`config.mk`:
```
export PLATFORM = sky130hd
export DESIGN_NAME = piso_serializer
export DESIGN_NICKNAME = d
export VERILOG_FILES = /design/src/rtl/basic_logic_pkg.sv /design/src/rtl/shift_reg_core.sv /design/src/rtl/piso_serializer.sv
export SDC_FILE = /design/constraint.sdc
export NUM_CORES = 1
export LEC_CHECK = 0
export BUFFER_PORTS_ARGS = -buffer_cell sky130_fd_sc_hd__buf_2
export CAP_MARGIN = 40
export CORE_UTILIZATION = 50
export CTS_BUF_LIST = sky130_fd_sc_hd__clkbuf_4
export DETAILED_ROUTE_END_ITERATION = 8
export GPL_TIMING_DRIVEN = 0
export PLACE_DENSITY = 0.76
export SLEW_MARGIN = 20
export SYNTH_ARGS = -nofsm -noshare
export SYNTH_HDL_FRONTEND = slang
export SYNTH_HIERARCHICAL = 1
export SYNTH_SLANG_ARGS = --single-unit
```
`constraint.sdc`:
```
create_clock -name clk -period 2.8 [get_ports clk]
set_clock_uncertainty 0.2 [all_clocks]
set_input_delay 0.14 -clock clk [delete_from_list [all_inputs] [get_ports clk]]
set_output_delay 0.14 -clock clk [all_outputs]
set_load 0.02 [all_outputs]
```
`src/rtl/basic_logic_pkg.sv`:
```
// Shared types and helpers for the basic_logic serial link blocks.
// Holds the transmitter FSM state type and counter sizing.
package basic_logic_pkg;

  typedef enum logic {
    IDLE  = 1'b0,
    SHIFT = 1'b1
  } state_e;

  function automatic int cnt_width(input int width);
    return (width > 2) ? $clog2(width) : 1;
  endfunction

endpackage

```
`src/rtl/shift_reg_core.sv`:
```
// WIDTH-bit register with parallel load, clear and single-step shift.
// Shifts toward the output end selected by MSB_FIRST, zero filling.
module shift_reg_core #(
  parameter int WIDTH     = 8,
  parameter bit MSB_FIRST = 1'b1
) (
  input  logic             clk,
  input  logic             rst,
  input  logic             load_en,
  input  logic [WIDTH-1:0] load_data,
  input  logic             shift_en,
  input  logic             clear,
  output logic [WIDTH-1:0] q,
  output logic             out_bit
);

  logic [WIDTH-1:0] shreg_q;
  logic [WIDTH-1:0] shreg_d;

  always_comb begin
    shreg_d = shreg_q;
    if (clear) begin
      shreg_d = '0;
    end else if (load_en) begin
      shreg_d = load_data;
    end else if (shift_en) begin
      shreg_d = MSB_FIRST ? (shreg_q << 1) : (shreg_q >> 1);
    end
  end

  always_ff @(posedge clk or posedge rst) begin
    if (rst) begin
      shreg_q <= '0;
    end else begin
      shreg_q <= shreg_d;
    end
  end

  assign q       = shreg_q;
  assign out_bit = MSB_FIRST ? shreg_q[WIDTH-1] : shreg_q[0];

endmodule

```
`src/rtl/piso_serializer.sv`:
```
// Parallel-in/serial-out transmitter with valid/ready on both sides.
// The last-bit beat may accept the next word for gapless streaming.
import basic_logic_pkg::*;

module piso_serializer #(
  parameter int WIDTH     = 8,
  parameter bit MSB_FIRST = 1'b1
) (
  input  logic             clk,
  input  logic             rst,
  input  logic             load_valid,
  output logic             load_ready,
  input  logic [WIDTH-1:0] load_data,
  output logic             ser_valid,
  input  logic             ser_ready,
  output logic             ser_data,
  output logic             ser_last,
  output logic             busy
);

  localparam int CNT_W = cnt_width(WIDTH);
  localparam logic [CNT_W-1:0] CNT_LAST = CNT_W'(WIDTH - 1);

  state_e           state_q;
  state_e           state_d;
  logic [CNT_W-1:0] cnt_q;
  logic [CNT_W-1:0] cnt_d;

  logic             ser_fire;
  logic             load_fire;
  logic             load_en;
  logic             shift_en;
  logic             clear;
  logic [WIDTH-1:0] shreg;
  logic             out_bit;

  assign ser_valid  = (state_q == SHIFT);
  assign ser_last   = ser_valid && (cnt_q == CNT_LAST);
  assign ser_fire   = ser_valid && ser_ready;
  assign load_ready = !ser_valid || (ser_fire && ser_last);
  assign load_fire  = load_valid && load_ready;
  assign ser_data   = out_bit;
  assign busy       = ser_valid;

  always_comb begin
    state_d  = state_q;
    cnt_d    = cnt_q;
    load_en  = 1'b0;
    shift_en = 1'b0;
    clear    = 1'b0;
    // A new word wins over the end-of-word clear on the last beat.
    if (load_fire) begin
      state_d = SHIFT;
      cnt_d   = '0;
      load_en = 1'b1;
    end else if (ser_fire) begin
      if (ser_last) begin
        state_d = IDLE;
        cnt_d   = '0;
        clear   = 1'b1;
      end else begin
        cnt_d    = cnt_q + CNT_W'(1);
        shift_en = 1'b1;
      end
    end
  end

  always_ff @(posedge clk or posedge rst) begin
    if (rst) begin
      state_q <= IDLE;
      cnt_q   <= '0;
    end else begin
      state_q <= state_d;
      cnt_q   <= cnt_d;
    end
  end

  shift_reg_core #(
    .WIDTH    (WIDTH),
    .MSB_FIRST(MSB_FIRST)
  ) u_core (
    .clk      (clk),
    .rst      (rst),
    .load_en  (load_en),
    .load_data(load_data),
    .shift_en (shift_en),
    .clear    (clear),
    .q        (shreg),
    .out_bit  (out_bit)
  );

  logic unused_shreg;
  assign unused_shreg = ^shreg;

endmodule

```
* Word-level counts from Yosys, hierarchy flattened
Cells that the tools add are included.
Storage, ports and cells: flip-flop bits (word level) 12, latch bits 0, bits in writable memories 0, bits in read-only memories 0, input port bits 12, output and inout port bits 5, word-level logic and storage cells 31, memories kept 0
Operators by class: $add $sub $neg 1, $mul 0, div/mod/pow operators 0, $lt $le $gt $ge 0, equality and inequality tests 1, shift-type cells 0, multiplexer cells 16, bitwise gates (word level) 0, reductions and logical operators 10
Operators with widths (count):
- $mux W8 | 3
- $mux W1 | 10
- $mux W3 | 3
- $logic_and A1 B1 Y1 | 4
- $reduce_bool A2 Y1 | 2
- $add A3 B1 Y3 const B | 1
- $eq A3 B3 Y1 const B | 1
- $reduce_bool A3 Y1 | 1
- $reduce_and A2 Y1 | 1
- $logic_not A1 Y1 | 1
- $logic_or A1 B1 Y1 | 1

* Depth between registers and ports, before layout
Gate-level depths: netlist of run 1.
depth in word-level cells 9, mapped depth 7, gate-level depth less buffers 7

* Cells and area by module
The synthesis of run 1 kept the hierarchy.
Modules (own cells, without submodules):
- shift_reg_core | times used 1, cells an instance 37, area each 420.4 sq um, seq. area each 200.2 sq um
- piso_serializer | times used 1, cells an instance 29, area each 252.7 sq um, seq. area each 100.1 sq um

* Worst setup path after synthesis of run 1
Ideal clock, no wire load.
kind flip-flop to flip-flop, from register cnt_q[0], to register u_core.shreg_q[0], in the netlist u_core/q[0], setup time 0.077 ns, arrival 1.782 ns, required time 2.523 ns, path slack 0.740 ns, cell stages (with the launch flop) 8, path buffers 0, period minus slack after synthesis 2.060 ns, cells stage by stage dfrtp_1 ha_1 ha_1 nand2_1 nand2_1 and2_2 or3b_1 a21oi_1
Between the ends: word-level cells in the longest chain between the ends 8, elaborated cells between the ends (all ways) 15, those cells by class eq/ne (1); mux (9); reduce/logical (5)
Ends and longest elaborated chain:
- from (decl) | RTL line piso_serializer.sv:26 | logic [CNT_W-1:0] cnt_q;
- from (signal assigned) | RTL line piso_serializer.sv:74 | cnt_q <= cnt_d;
- $eq A3 B3 Y1 * | RTL line piso_serializer.sv:38 | assign ser_last = ser_valid && (cnt_q == CNT_LAST);
- $logic_and A1 B1 Y1 * | RTL line piso_serializer.sv:38
- $logic_and A1 B1 Y1 * | RTL line piso_serializer.sv:40 | assign load_ready = !ser_valid || (ser_fire && ser_last);
- $logic_or A1 B1 Y1 * | RTL line piso_serializer.sv:40
- named net load_ready | RTL line piso_serializer.sv:12 | output logic load_ready,
- $logic_and A1 B1 Y1 * | RTL line piso_serializer.sv:41 | assign load_fire = load_valid && load_ready;
- $mux W1 * | RTL line piso_serializer.sv:52 | if (load_fire) begin
- named net load_en | RTL line piso_serializer.sv:31 | logic load_en;
- $mux W8 | RTL line shift_reg_core.sv:24 | end else if (load_en) begin
- $mux W8 | RTL line shift_reg_core.sv:22 | if (clear) begin
- to (signal assigned) | RTL line shift_reg_core.sv:35 | shreg_q <= shreg_d;
- to (decl) | RTL line shift_reg_core.sv:17 | logic [WIDTH-1:0] shreg_q;
The timed path passes the listed nets; every way through them passes the cells marked *. A chain may end at the register's enable or synchronous reset.

* Worst setup path in the final report of run 1
from register cnt_q[0], to register u_core.shreg_q[0], in the netlist u_core/q[0]
Between the ends: word-level cells in the longest chain between the ends 8, elaborated cells between the ends (all ways) 15, those cells by class eq/ne (1); mux (9); reduce/logical (5)
Ends and longest elaborated chain (RTL line):
- $eq A3 B3 Y1 * | piso_serializer.sv:38
- $logic_and A1 B1 Y1 * | piso_serializer.sv:38
- $logic_and A1 B1 Y1 * | piso_serializer.sv:40
- $logic_or A1 B1 Y1 * | piso_serializer.sv:40
- $logic_and A1 B1 Y1 * | piso_serializer.sv:41
- $mux W1 * | piso_serializer.sv:52
- named net load_en | piso_serializer.sv:31
- $mux W8 | shift_reg_core.sv:24
- $mux W8 | shift_reg_core.sv:22
Marked as above.

==> results.tsv, run 1 <==
stage	metric	value	unit
synthesis	cell count after synthesis	65	
die	Initial Util	56.8	%
route	Residual DRC	0	
clocking	root buf cell	clkbuf_4	
min_path	worst hold-check path type	in2async	
die	area of the core	0.00117	sq mm
sta	setup_tns	0	ns
clocking	CTS Buffer Depth	2	
global_route	remaining global-route overflow	0	
finish	Finished Layout Cells	110	
job	MaxCap Viol Count	0	
clocking	clock tree from TritonCTS	built	
global_route	GRT Util Overall	26.7	%
sta	fmax	472	MHz
clocking	Clock transition at path regs	0.07	ns
placed_design	port buffer count	16	
placed_design	post-DP HPWL	872	microns
finish	Layout Nets	111	
route	via count	578	
sta	RSZ-0062 raised after global routing	no	
die	I/O pins	17	
critical_path	Worst Setup Start Kind	register	
route	Pre-antenna DRT Iters	5	
placed_design	placed cell count	95	
finish	layout cells sized above 1	26.0	%
clocking	number of CTS-inserted buffers	3	
route	post-route ant nets	0	
clocking	CTS sink count	12	
clocking	H-Tree Level Count	1	
status	status	completed	
critical_path	critical path peak fanout	10	
sta	fin. max-slew vios	0	
placed_design	Routability Congestion	0.808	
synthesis	Net Count, Synth	79	
global_route	first-pass GRT wire length	2600	microns
power_and_ir_drop	Tot Pwr	0.000573	W
die	die area	0.00148	sq mm
finish	Antenna diodes	0	
sta	final period utilization	75.7	%
global_route	initial antenna violation count	0	
clocking	Hold-fix buffers, CTS	11	
sta	Final Hold Vio Count	0	
critical_path	CP required	2.79	ns
critical_path	Worst R2R Start	cnt_q[0]$_DFFE_PP0P_	
sta	fin crit period	2.12	ns
clocking	# resized after CTS	0	
finish	Area Growth Syn to Fin	35.2	%
route	DRT iter0 DRCs	15	
route	Via density	5.25	
critical_path	crit path DAT	2.12	ns
clocking	Worst-Skew Late Latency	0.27	ns
critical_path	critical path class	reg2reg	
die	Rows	12	
finish	fillers	80	
sta	final setup fails	0	
clocking	postcts setup bufs	0	
synthesis	post-synth design cell area	666	sq um
synthesis	Mapped Avg Cell Area	10.2	sq um
sta	Slew @ Worst Pin	0.309	ns
critical_path	Reg2Reg Setup Slack	0.68	ns
route	WL/cell	13.6	microns
global_route	vias in the first global route	606	
global_route	largest net degree at the start of global routing	11	
route	total wire length	1500	microns
synthesis	number of warning messages in the yosys log	6	
die	die width	38.5	microns
power_and_ir_drop	power density over cell area	637	mW/mm^2
critical_path	r2r worst-path depth	7	
die	die height	38.5	microns
critical_path	CP Capture Type	register	
power_and_ir_drop	LEAKAGE	0.439	nW
critical_path	r2r endpoint	u_core/q[0]$_DFFE_PP0P_	
sta	Worst slew margin	79.4	%
power_and_ir_drop	Max rail drop VDD	403	uV
-- metrics by stage --
stage	util [%]	instance area, sq um	worst slack [ns]	hold WS (ns)
final	76.8	900	0.679	0.102
after global routing	76.8	900	0.557	0.131
after CTS	76.8	900	0.735	0.100
after detailed placement	65.2	763	0.764	-0.159
after global placement	65.2	763	0.752	-0.157
after floorplan	-	666	0.740	-0.294
-- critical path, cell delays in order, from the launching register on --
cell     delay [ns]
dfrtp_1        0.40
ha_1           0.20
ha_1           0.26
nand2_1        0.09
nand2_1        0.08
and2_2         0.28
or3b_1         0.38
a21oi_1        0.16
-- how the worst max path moves through the flow --
stage	from	to	slack (ns)
final	cnt_q[0]$_DFFE_PP0P_	u_core/q[0]$_DFFE_PP0P_	0.68
after global routing	cnt_q[0]$_DFFE_PP0P_	u_core/q[0]$_DFFE_PP0P_	0.56
after CTS	cnt_q[0]$_DFFE_PP0P_	u_core/q[0]$_DFFE_PP0P_	0.74
after detailed placement	cnt_q[0]$_DFFE_PP0P_	u_core/q[0]$_DFFE_PP0P_	0.76
after global placement	cnt_q[0]$_DFFE_PP0P_	u_core/q[0]$_DFFE_PP0P_	0.75
after floorplan	cnt_q[0]$_DFFE_PP0P_	u_core/q[0]$_DFFE_PP0P_	0.74
-- where the power goes --
group | total, W | internal (W) | switching [W] | leakage [nW]
logic | 0.000202 | 0.000103 | 0.0000987 | 0.270
registers | 0.000260 | 0.000228 | 0.0000320 | 0.153
clock network | 0.000111 | 0.0000516 | 0.0000591 | 0.0154
total | 0.000573 | 0.000383 | 0.000190 | 0.439
-- placed cells by master (no fill, tap or decap), types with 2 or more instances in the layout --
| master | n |
|---|---|
| nor2_1 | 2 |
| buf_2 | 16 |
| and2_2 | 2 |
| nand2b_1 | 3 |
| mux2i_1 | 7 |
| nor2b_1 | 8 |
| inv_1 | 3 |
| dfrtp_1 | 12 |
| o21ai_0 | 4 |
| clkbuf_4 | 3 |
| ha_1 | 2 |
| dlygate4sd3_1 | 11 |
| a211oi_1 | 7 |
| nand2_1 | 6 |
-- per-layer routing --
layer  track usage [%]  vias up  wire, microns
met5                 0        -              0
li1                  -      286              -
met1              30.6      275            603
met3              5.23        4             47
met4              12.9        0             22
met2              46.7       13            827
-- layout make-up --
type / instances / area [sq um] / share of cell area (%)
multi-input cells: 47 / 325 / 36.2
repair buffers: 27 / 190 / 21.1
plain buffers: 3 / 28.8 / 3.20
clock inverters: 1 / 3.75 / 0.417
well taps: 14 / 17.5 / 1.95
flip-flops and latches: 12 / 300 / 33.4
inverters: 3 / 11.3 / 1.25
clock buffers: 3 / 22.5 / 2.50
-- sequential cells by signal, summed over array words and instances (netlist names) --
name,count
u_core/q,8
cnt_q,3
busy,1
No activity file was read; power rests on OpenSTA's default activity.
==> run 2: changes to the inputs <==
--- a/config.mk
+++ b/config.mk
@@ -7,7 +7,7 @@
 export LEC_CHECK = 0
 export BUFFER_PORTS_ARGS = -buffer_cell sky130_fd_sc_hd__buf_2
 export CAP_MARGIN = 40
-export CORE_UTILIZATION = 50
+export CORE_UTILIZATION = 48
 export CTS_BUF_LIST = sky130_fd_sc_hd__clkbuf_4
 export DETAILED_ROUTE_END_ITERATION = 8
 export GPL_TIMING_DRIVEN = 0
==> constraint.sdc (replaced) <==
create_clock -name clk -period 1.9 [get_ports clk]
set_clock_uncertainty 0.2 [all_clocks]
set_input_delay 0.095 -clock clk [delete_from_list [all_inputs] [get_ports clk]]
set_output_delay 0.095 -clock clk [all_outputs]
set_load 0.02 [all_outputs]
==> run 2 against run 1 <==
  * Critical endpoint unchanged
  * Power increased by 59%
  * Utilization decreased by 2.4 points
  * Highest routed layer unchanged
  * Worst setup slack got worse by 0.61 ns
  * Sequential cell count unchanged
  * Final cell count increased by 5.5%
  * Sequential power increased by 49%
  * Clock-buffer cell count unchanged
  * Hold slack got worse by 0.030 ns
==> results.tsv, run 2 (same netlist as run 1, synthesis figures left out) <==
stage	metric	value	unit	change
status	status	completed		
sta	Worst Slack Setup Final	0.0710	ns	-0.608 ns
die	I/O pins	17		unchanged
critical_path	worst setup path startpoint	cnt_q[0]$_DFFE_PP0P_		
die	die area	0.00154	sq mm	+4.0%
finish	Final Util	74.4	%	-2.4 points
placed_design	Placed Instance Area	771	sq um	+0.98%
sta	Final Hold Vio Count	0		unchanged
clocking	Clock transition at path regs	0.08	ns	about the same
finish	most common cell after layout, fill and taps aside	buf_2		
clocking	number of CTS-inserted buffers	3		unchanged
clocking	root buf cell	clkbuf_4		
die	die height	39.2	microns	+2.0%
power_and_ir_drop	LEAKAGE	0.459	nW	+4.6%
sta	fin crit period	1.83	ns	-0.292 ns
sta	final period utilization	96.3	%	+21 points
clocking	clock tree from TritonCTS	built		
clocking	Worst-Skew Late Latency	0.27	ns	about the same
critical_path	critical path class	reg2reg		
critical_path	Worst Setup Start Kind	register		
critical_path	Worst Path Buf+Inv	0		unchanged
finish	final instance area	968	sq um	+7.6%
sta	Slew @ Worst Pin	0.297	ns	-0.0116 ns
global_route	first-pass GRT wire length	2260	microns	-13%
sta	Worst slew margin	80.2	%	+0.77 points
route	via count	582		+0.69%
finish	max reg flops	8		unchanged
critical_path	CP cell instances	ha_2 > ha_4 > nand2_2 > nand2_2 > and2_4 > or3b_4 > a21oi_2		
power_and_ir_drop	power density over cell area	938	mW/mm^2	+47%
finish	Layout Nets	116		+4.5%
global_route	largest net degree at the start of global routing	11		unchanged
sta	fmax	547	MHz	+16%
critical_path	Critical Path Most Common Cell	nand2_2		
critical_path	r2r worst-path depth	7		unchanged
placed_design	post-DP HPWL	910	microns	+4.4%
critical_path	number of cells on the critical path	7		unchanged
global_route	GRT Util Overall	22.3	%	-4.4 points
critical_path	CP endpoint	u_core/q[0]$_DFFE_PP0P_		
critical_path	Crit-path slowest cell	dfrtp_1		
finish	commonest non-fill, non-tap cells in the layout	buf_2 (16), dfrtp_1 (12), dlygate4sd3_1 (12)		
route	Via density	5.02		-4.5%
power_and_ir_drop	Max rail drop VDD	546	uV	+35%
critical_path	r2r endpoint	u_core/q[0]$_DFFE_PP0P_		
clocking	H-Tree Level Count	1		unchanged
finish	Area Growth Syn to Fin	45.5	%	
die	area of the core	0.00130	sq mm	+11%
die	die width	39.2	microns	+2.0%
critical_path	Critical Path Max Stage Delay	0.40	ns	about the same
sta	final setup fails	0		unchanged
critical_path	CP required	1.91	ns	-0.88 ns
route	Residual DRC	0		unchanged
global_route	initial antenna violation count	0		unchanged
sta	hold_ws	0.0719	ns	-0.0298 ns
sta	fin. max-slew vios	0		unchanged
route	WL/cell	12.8	microns	-6.4%
power_and_ir_drop	Tot Pwr	0.000909	W	+59%
critical_path	Reg2Reg Setup Slack	0.07	ns	-0.61 ns
die	Rows	13		+1
min_path	worst hold-check path type	in2async		
global_route	remaining global-route overflow	0		unchanged
die	Initial Util	51.2	%	-5.7 points
route	post-route ant nets	0		unchanged
critical_path	critical path peak fanout	7		-3
clocking	CTS Buffer Depth	2		unchanged
route	total wire length	1480	microns	-1.3%
critical_path	crit path DAT	1.84	ns	-0.28 ns
route	DRT iter0 DRCs	11		-4
placed_design	Routability Congestion	0.767		-5.0%
finish	Antenna diodes	0		unchanged
critical_path	CP Capture Type	register		
job	MaxCap Viol Count	0		unchanged
finish	layout cells sized above 1	34.7	%	+8.6 points
critical_path	Worst R2R Start	cnt_q[0]$_DFFE_PP0P_		
clocking	CTS sink count	12		unchanged
route	Pre-antenna DRT Iters	4		-1
global_route	vias in the first global route	522		-14%
placed_design	port buffer count	16		unchanged
placed_design	pre-CTS WS	-0.0250	ns	-0.789 ns
sta	RSZ-0062 raised after global routing	no		
critical_path	CP delay by family, top	simple AND/OR/NAND/NOR gates		
-- run 2: cell count changes in the layout (fill, tap and decap cells not counted), sizes merged --
cell	before	now
dlygate4sd3	11	12
and2	2	3
buf	18	21
-- run 2: tightest hold or removal path: cells and delay by family --
kind / cells / cell delay [ns]
buffers and inverters: 3 / 0.82
-- run 2: cell type report --
cell class / instances / area [sq um]
multi-input cells: 48 / 360
fillers: 100 / 333
flip-flops and latches: 12 / 300
repair buffers: 31 / 223
plain buffers: 3 / 28.8
clock buffers: 3 / 22.5
well taps: 15 / 18.8
inverters: 3 / 11.3
clock inverters: 1 / 3.75
-- run 2: through the flow --
stage	std cells	setup TNS [ns]
final	116	0
after global routing	116	0
after CTS	113	0
after detailed placement	96	-0.0250
after global placement	96	0
after floorplan	65	0
-- run 2: worst min-delay path by stage --
stage | from | endpoint | slack (ns) | cells past startpoint
after global placement | rst | busy$_DFFE_PP0P_ | -0.20 | 2
after detailed placement | rst | busy$_DFFE_PP0P_ | -0.20 | 2
after CTS | rst | busy$_DFFE_PP0P_ | 0.05 | 3
after global routing | rst | busy$_DFFE_PP0P_ | 0.08 | 3
final | rst | busy$_DFFE_PP0P_ | 0.07 | 3
after floorplan | rst | busy$_DFFE_PP0P_ | -0.34 | 1
-- run 2: where the power goes --
part / switching [W] / total [W] / internal, W
sequential: 0.0000504 / 0.000387 / 0.000336
combinational: 0.000160 / 0.000361 / 0.000202
clock: 0.0000850 / 0.000161 / 0.0000760
total: 0.000295 / 0.000909 / 0.000614
-- run 2: timing repair --
action | CTS | global route
hold buffers | 12 | 0
hold endpoints to repair | 24 | 0
resized for setup | 2 | 3
setup endpoints to repair | 1 | 1
pin swaps | 0 | 3
buffers inserted | 1 | 2
gates cloned | 0 | 1
-- run 2: metal layers --
metal / global-route usage, % / vias to the layer above / share of wire, %
li1: - / 298 / -
met1: 30.0 / 269 / 48
met2: 34.6 / 13 / 49
met3: 5.20 / 2 / 2.3
met4: 7.76 / 0 / 0.41
met5: 0 / - / 0
